===== src/rtl/gnr_node_param.sv =====
// Gene-regulatory-network node with two trajectories: a fast one (s1) that
// steps on every start_s1, and a slow one (s0) that steps on every
// SLOW_DIV-th start_s0. Mode 0 uses a boolean rule; mode 1 uses an
// activator/inhibitor popcount vote. Knockout and overexpression override
// the evaluated value on both trajectories.
module gnr_node_param #(
    parameter int unsigned NUM_ACT   = 4,
    parameter int unsigned NUM_INH   = 1,
    parameter int unsigned SLOW_DIV  = 2,
    parameter int unsigned RULE_MODE = 0
) (
    input  logic               clk,
    input  logic               rst,
    input  logic               reset_nos,
    input  logic               init_state,
    input  logic               start_s0,
    input  logic               start_s1,
    input  logic [NUM_ACT-1:0] act_s0,
    input  logic [NUM_ACT-1:0] act_s1,
    input  logic [NUM_INH-1:0] inh_s0,
    input  logic [NUM_INH-1:0] inh_s1,
    input  logic               ko_en,
    input  logic               oe_en,
    output logic               s0,
    output logic               s1,
    output logic               chg_s0,
    output logic               chg_s1,
    output logic               match
);

    localparam int unsigned CA_W  = $clog2(NUM_ACT + 1);
    localparam int unsigned CI_W  = $clog2(NUM_INH + 1);
    localparam int unsigned CNT_W = (CA_W > CI_W) ? CA_W : CI_W;
    localparam int unsigned PH_W  = 4;

    localparam logic [PH_W-1:0] PH_LAST = PH_W'(SLOW_DIV - 1);
    // After a hard reset the slow phase starts at 1, so the first slow step
    // is skipped unless reset_nos realigns it.
    localparam logic [PH_W-1:0] PH_RST  = (SLOW_DIV > 1) ? PH_W'(1) : PH_W'(0);

    logic [PH_W-1:0] ph;
    logic            nxt_s0;
    logic            nxt_s1;
    logic            upd_s0;

    // Number of active activator inputs.
    function automatic logic [CNT_W-1:0] count_act(input logic [NUM_ACT-1:0] v);
        logic [CNT_W-1:0] c;
        c = '0;
        for (int i = 0; i < int'(NUM_ACT); i++) begin
            c = c + CNT_W'(v[i]);
        end
        return c;
    endfunction

    // Number of active inhibitor inputs.
    function automatic logic [CNT_W-1:0] count_inh(input logic [NUM_INH-1:0] v);
        logic [CNT_W-1:0] c;
        c = '0;
        for (int i = 0; i < int'(NUM_INH); i++) begin
            c = c + CNT_W'(v[i]);
        end
        return c;
    endfunction

    // Regulatory rule for one trajectory; cur is that trajectory's state.
    function automatic logic eval_rule(input logic [NUM_ACT-1:0] act,
                                       input logic [NUM_INH-1:0] inh,
                                       input logic               cur);
        logic [CNT_W-1:0] ca;
        logic [CNT_W-1:0] ci;
        logic             r;
        ca = count_act(act);
        ci = count_inh(inh);
        if (RULE_MODE == 0) begin
            r = (|act) & ~(|inh);
        end else if (ca > ci) begin
            r = 1'b1;
        end else if (ca < ci) begin
            r = 1'b0;
        end else begin
            r = cur;
        end
        return r;
    endfunction

    // Evaluated next values with knockout taking priority over overexpression.
    always_comb begin
        nxt_s0 = eval_rule(act_s0, inh_s0, s0);
        nxt_s1 = eval_rule(act_s1, inh_s1, s1);
        if (ko_en) begin
            nxt_s0 = 1'b0;
            nxt_s1 = 1'b0;
        end else if (oe_en) begin
            nxt_s0 = 1'b1;
            nxt_s1 = 1'b1;
        end
        upd_s0 = start_s0 && (ph == '0);
    end

    // Fast trajectory state and change pulse.
    always_ff @(posedge clk) begin
        if (rst) begin
            s1     <= 1'b0;
            chg_s1 <= 1'b0;
        end else if (reset_nos) begin
            s1     <= init_state;
            chg_s1 <= 1'b0;
        end else begin
            chg_s1 <= start_s1 && (nxt_s1 != s1);
            if (start_s1) begin
                s1 <= nxt_s1;
            end
        end
    end

    // Slow trajectory state, change pulse and divider phase.
    always_ff @(posedge clk) begin
        if (rst) begin
            s0     <= 1'b0;
            chg_s0 <= 1'b0;
            ph     <= PH_RST;
        end else if (reset_nos) begin
            s0     <= init_state;
            chg_s0 <= 1'b0;
            ph     <= '0;
        end else begin
            chg_s0 <= upd_s0 && (nxt_s0 != s0);
            if (upd_s0) begin
                s0 <= nxt_s0;
            end
            if (start_s0) begin
                ph <= (ph == PH_LAST) ? '0 : ph + PH_W'(1);
            end
        end
    end

    assign match = ~(s0 ^ s1);

endmodule


===== config.mk =====
export PLATFORM = sky130hd
export DESIGN_NAME = gnr_node_param
export DESIGN_NICKNAME = d
export VERILOG_FILES = /design/src/rtl/gnr_node_param.sv
export SDC_FILE = /design/constraint.sdc
export NUM_CORES = 1
export LEC_CHECK = 0
export CORE_AREA = 2 2 39 41
export CTS_CLUSTER_DIAMETER = 150
export DETAILED_ROUTE_END_ITERATION = 10
export DIE_AREA = 0 0 41 43
export MAX_ROUTING_LAYER = met4
export PLACE_DENSITY = 0.67
export SKIP_LAST_GASP = 1
export SLEW_MARGIN = 25
export SYNTH_ARGS = -nofsm -noshare
export SYNTH_HDL_FRONTEND = slang
export SYNTH_SLANG_ARGS = --single-unit

===== constraint.sdc =====
create_clock -name clk -period 2.6 [get_ports clk]
set_input_delay 0.39 -clock clk [delete_from_list [all_inputs] [get_ports clk]]
set_output_delay 0.39 -clock clk [all_outputs]
set_load 0.01 [all_outputs]

==> metrics.txt, run 1 <==
status completed; cts hold-fix bufs 0; worst hold slack 519 ps; Diodes inserted 0; Overflow after GRT 0; DP HPWL 708 um; CP peak stage delay 560 ps; Highest Signal Layer met4; initial antenna violation count 0; Fillers 145; DIE WIDTH 41 um; gr usage total 0.128; PostCTS Resize Cnt 0; RSZ-0062 raised after global routing false; htree depth 1; setup bufs post-CTS 0; worst path bufs/invs 1; endpoints failing hold 0; wire length on met2 441 um; CTS tree built; maxcap violations 0; f_max 0.574 GHz; CTS buffer count 3; Ports 23; LEAKAGE 0.245 nW; largest net degree at the start of global routing 7; pwr dens 432 mW/mm^2; TritonRoute pass-1 iters 4; row cnt 14; mapped cell area 413 um^2; Reg area 160 um^2; CP Class flop to output pin; CP top delay family buffers and inverters; critical path cell sequence xnor2_1 > clkdlybuf4s50_1; Slew @ Worst Pin 312 ps; Multi-input gate area 249 um^2; Starting Density 0.298; fin area 676 um^2; Synth cell types 23; number of synthesized register bits 8; area grow syn2layout 63.6%; CP Max Fanout 5; root buf cell clkbuf_4; Worst IR Drop VDD 0.171 mV; nature of the critical path endpoint output pin; Bufs on Longest Clock Path 2; worst skew pair latency 250 ps; die extent in y 43 um; first-pass GRT wire length 1460 um; # DRC 0; period utilisation layout 0.670; Sink Count 8; final setup fails 0; routed vias 424; wire per inst 10.7 um; fin. max-slew vios 0; core area 0.00138 mm^2; Clock Skew 1.91 ps; Detailed Route Iter0 Violations 7; setup TNS 0 ps; PortBufs 22; HP Class flop to flop; Req. time, crit path 2210 ps; Routability Congestion 0.712; Clock Pin Slew Worst Setup and Hold Paths 50 ps; final wirelength 910 um; WL met3 78 um; arrival time at the worst endpoint 1350 ps; startpoint types flop; post-layout min period 1740 ps; WL met1 371 um; Post-Syn Instances 44; Slew headroom 0.791; DIE AREA 0.00176 mm^2; synthesized area per cell 9.38 um^2; Final nets 89; post-route ant nets 0; vias in the first global route 395; slowest CP cell clkdlybuf4s50_1; DP Area 653 um^2; Post-Synthesis Net Count 62; DR vias/cell 4.99; post-synthesis sequential area ratio 0.388; share of layout cells above drive strength 1 0.116; yosys warns 0; fin util 0.488
[cells by family (layout without fill, tap and decap cells)]
logic type | Yosys count | after routing | share of synthesized area
and+or+nand+nor | 21 | 21 | 0.315
DFF | 8 | 8 | 0.388
muxes | 2 | 2 | 0.0485
AOI/OAI and AO/OA | 8 | 8 | 0.155
buffers and inverters | 1 | 26 | 0.00908
xor gates and xnor gates | 4 | 4 | 0.0849
[through the flow]
step	instances	setup slack, ps	power [W]
after global routing	85	771	0.000304
after CTS	85	847	0.000295
after global placement	82	826	0.000203
after floorplan	44	1280	0.000159
final	85	858	0.000292
after detailed placement	82	805	0.000203
[layout make-up]
type	instances	area share
Timing Repair Buffer	22	0.326
Tap cell	16	0.0296
Multi-Input combinational cell	35	0.369
Clock buffer	3	0.0333
Inverter	1	0.00556
Sequential cell	8	0.237
[power by group]
part / switching (W) / leakage [nW] / total (W) / internal (W)
Clock: 0.0000385 / 0.0138 / 0.0000911 / 0.0000526
Sequential: 0.00000577 / 0.0655 / 0.000133 / 0.000128
Combinational: 0.0000229 / 0.166 / 0.0000672 / 0.0000443
Total: 0.0000671 / 0.245 / 0.000292 / 0.000225
[worst register-to-register path, cell delays in order, from the launching register on]
cell      delay, ps
dfxtp_1         340
nor3b_2         300
a211oi_1        130
a211oi_1        230
[cell usage after synthesis (all sizes together)]
cell type  count  share of area
xnor2          1          0.021
nand2          2          0.018
nand3b         1          0.018
xor2           3          0.064
nor3           3          0.036
or3            1          0.015
a21boi         1          0.018
nand4          2          0.030
a21oi          2          0.042
dfxtp          8           0.39
nor3b          1          0.030
inv            1         0.0091
a311oi         1          0.021
nand4b         1          0.021
mux2i          2          0.048
o21bai         1          0.018
a21o           1          0.018
nor2b          1          0.015
nand3          2          0.024
and3           1          0.015
or4            2          0.055
nor2           4          0.036
a211oi         2          0.036
[worst paths after layout]
check / start / endpoint / slack [ps] / cells after the start
hold / removal: ph[1] / ph[1] / 520 / 2
setup reg to reg: ph[1] / s0 / 1510 / 3
setup / recovery: s1 / match / 860 / 2
hold reg to reg: ph[1] / ph[1] / 520 / 2
[metal layers]
layer | GRT usage | vias to the layer above
met5 | - | -
met4 | 0.120 | 0
met3 | 0.0157 | 2
met2 | 0.188 | 21
met1 | 0.139 | 184
li1 | - | 217
[flip-flops by register name, summed over array words and instances (netlist names)]
register,count
ph,4
chg_s0,1
chg_s1,1
s0,1
s1,1
[cell usage in the layout, fill, tap and decap left out, types with 2 or more instances in the layout]
cell / netlist / final
a211oi_1: 2 / 2
a21oi_2: 2 / 2
clkbuf_4: 0 / 3
clkdlybuf4s50_1: 0 / 22
dfxtp_1: 8 / 8
mux2i_1: 2 / 2
nand2_1: 2 / 2
nand3_1: 2 / 2
nand4_1: 2 / 2
nor2_1: 4 / 4
nor3_1: 3 / 3
or4_4: 2 / 2
xor2_1: 3 / 3
(Power assumes the default switching activity.)
==> run 2, diff against run 1 <==
- clock period: 2.6 -> 1.8 ns (I/O delays scaled with it)
==> results of run 2 <==
Same layout as run 1 (identical final DEF). Status: completed.
Main changes from that run: setup slack after placement 805 ps -> 125 ps; setup slack after layout 858 ps -> 178 ps; register-to-register setup slack 1510 ps -> 710 ps; total power 0.000292 W -> 0.000421 W; worst IR drop on VDD 0.171 mV -> 0.247 mV
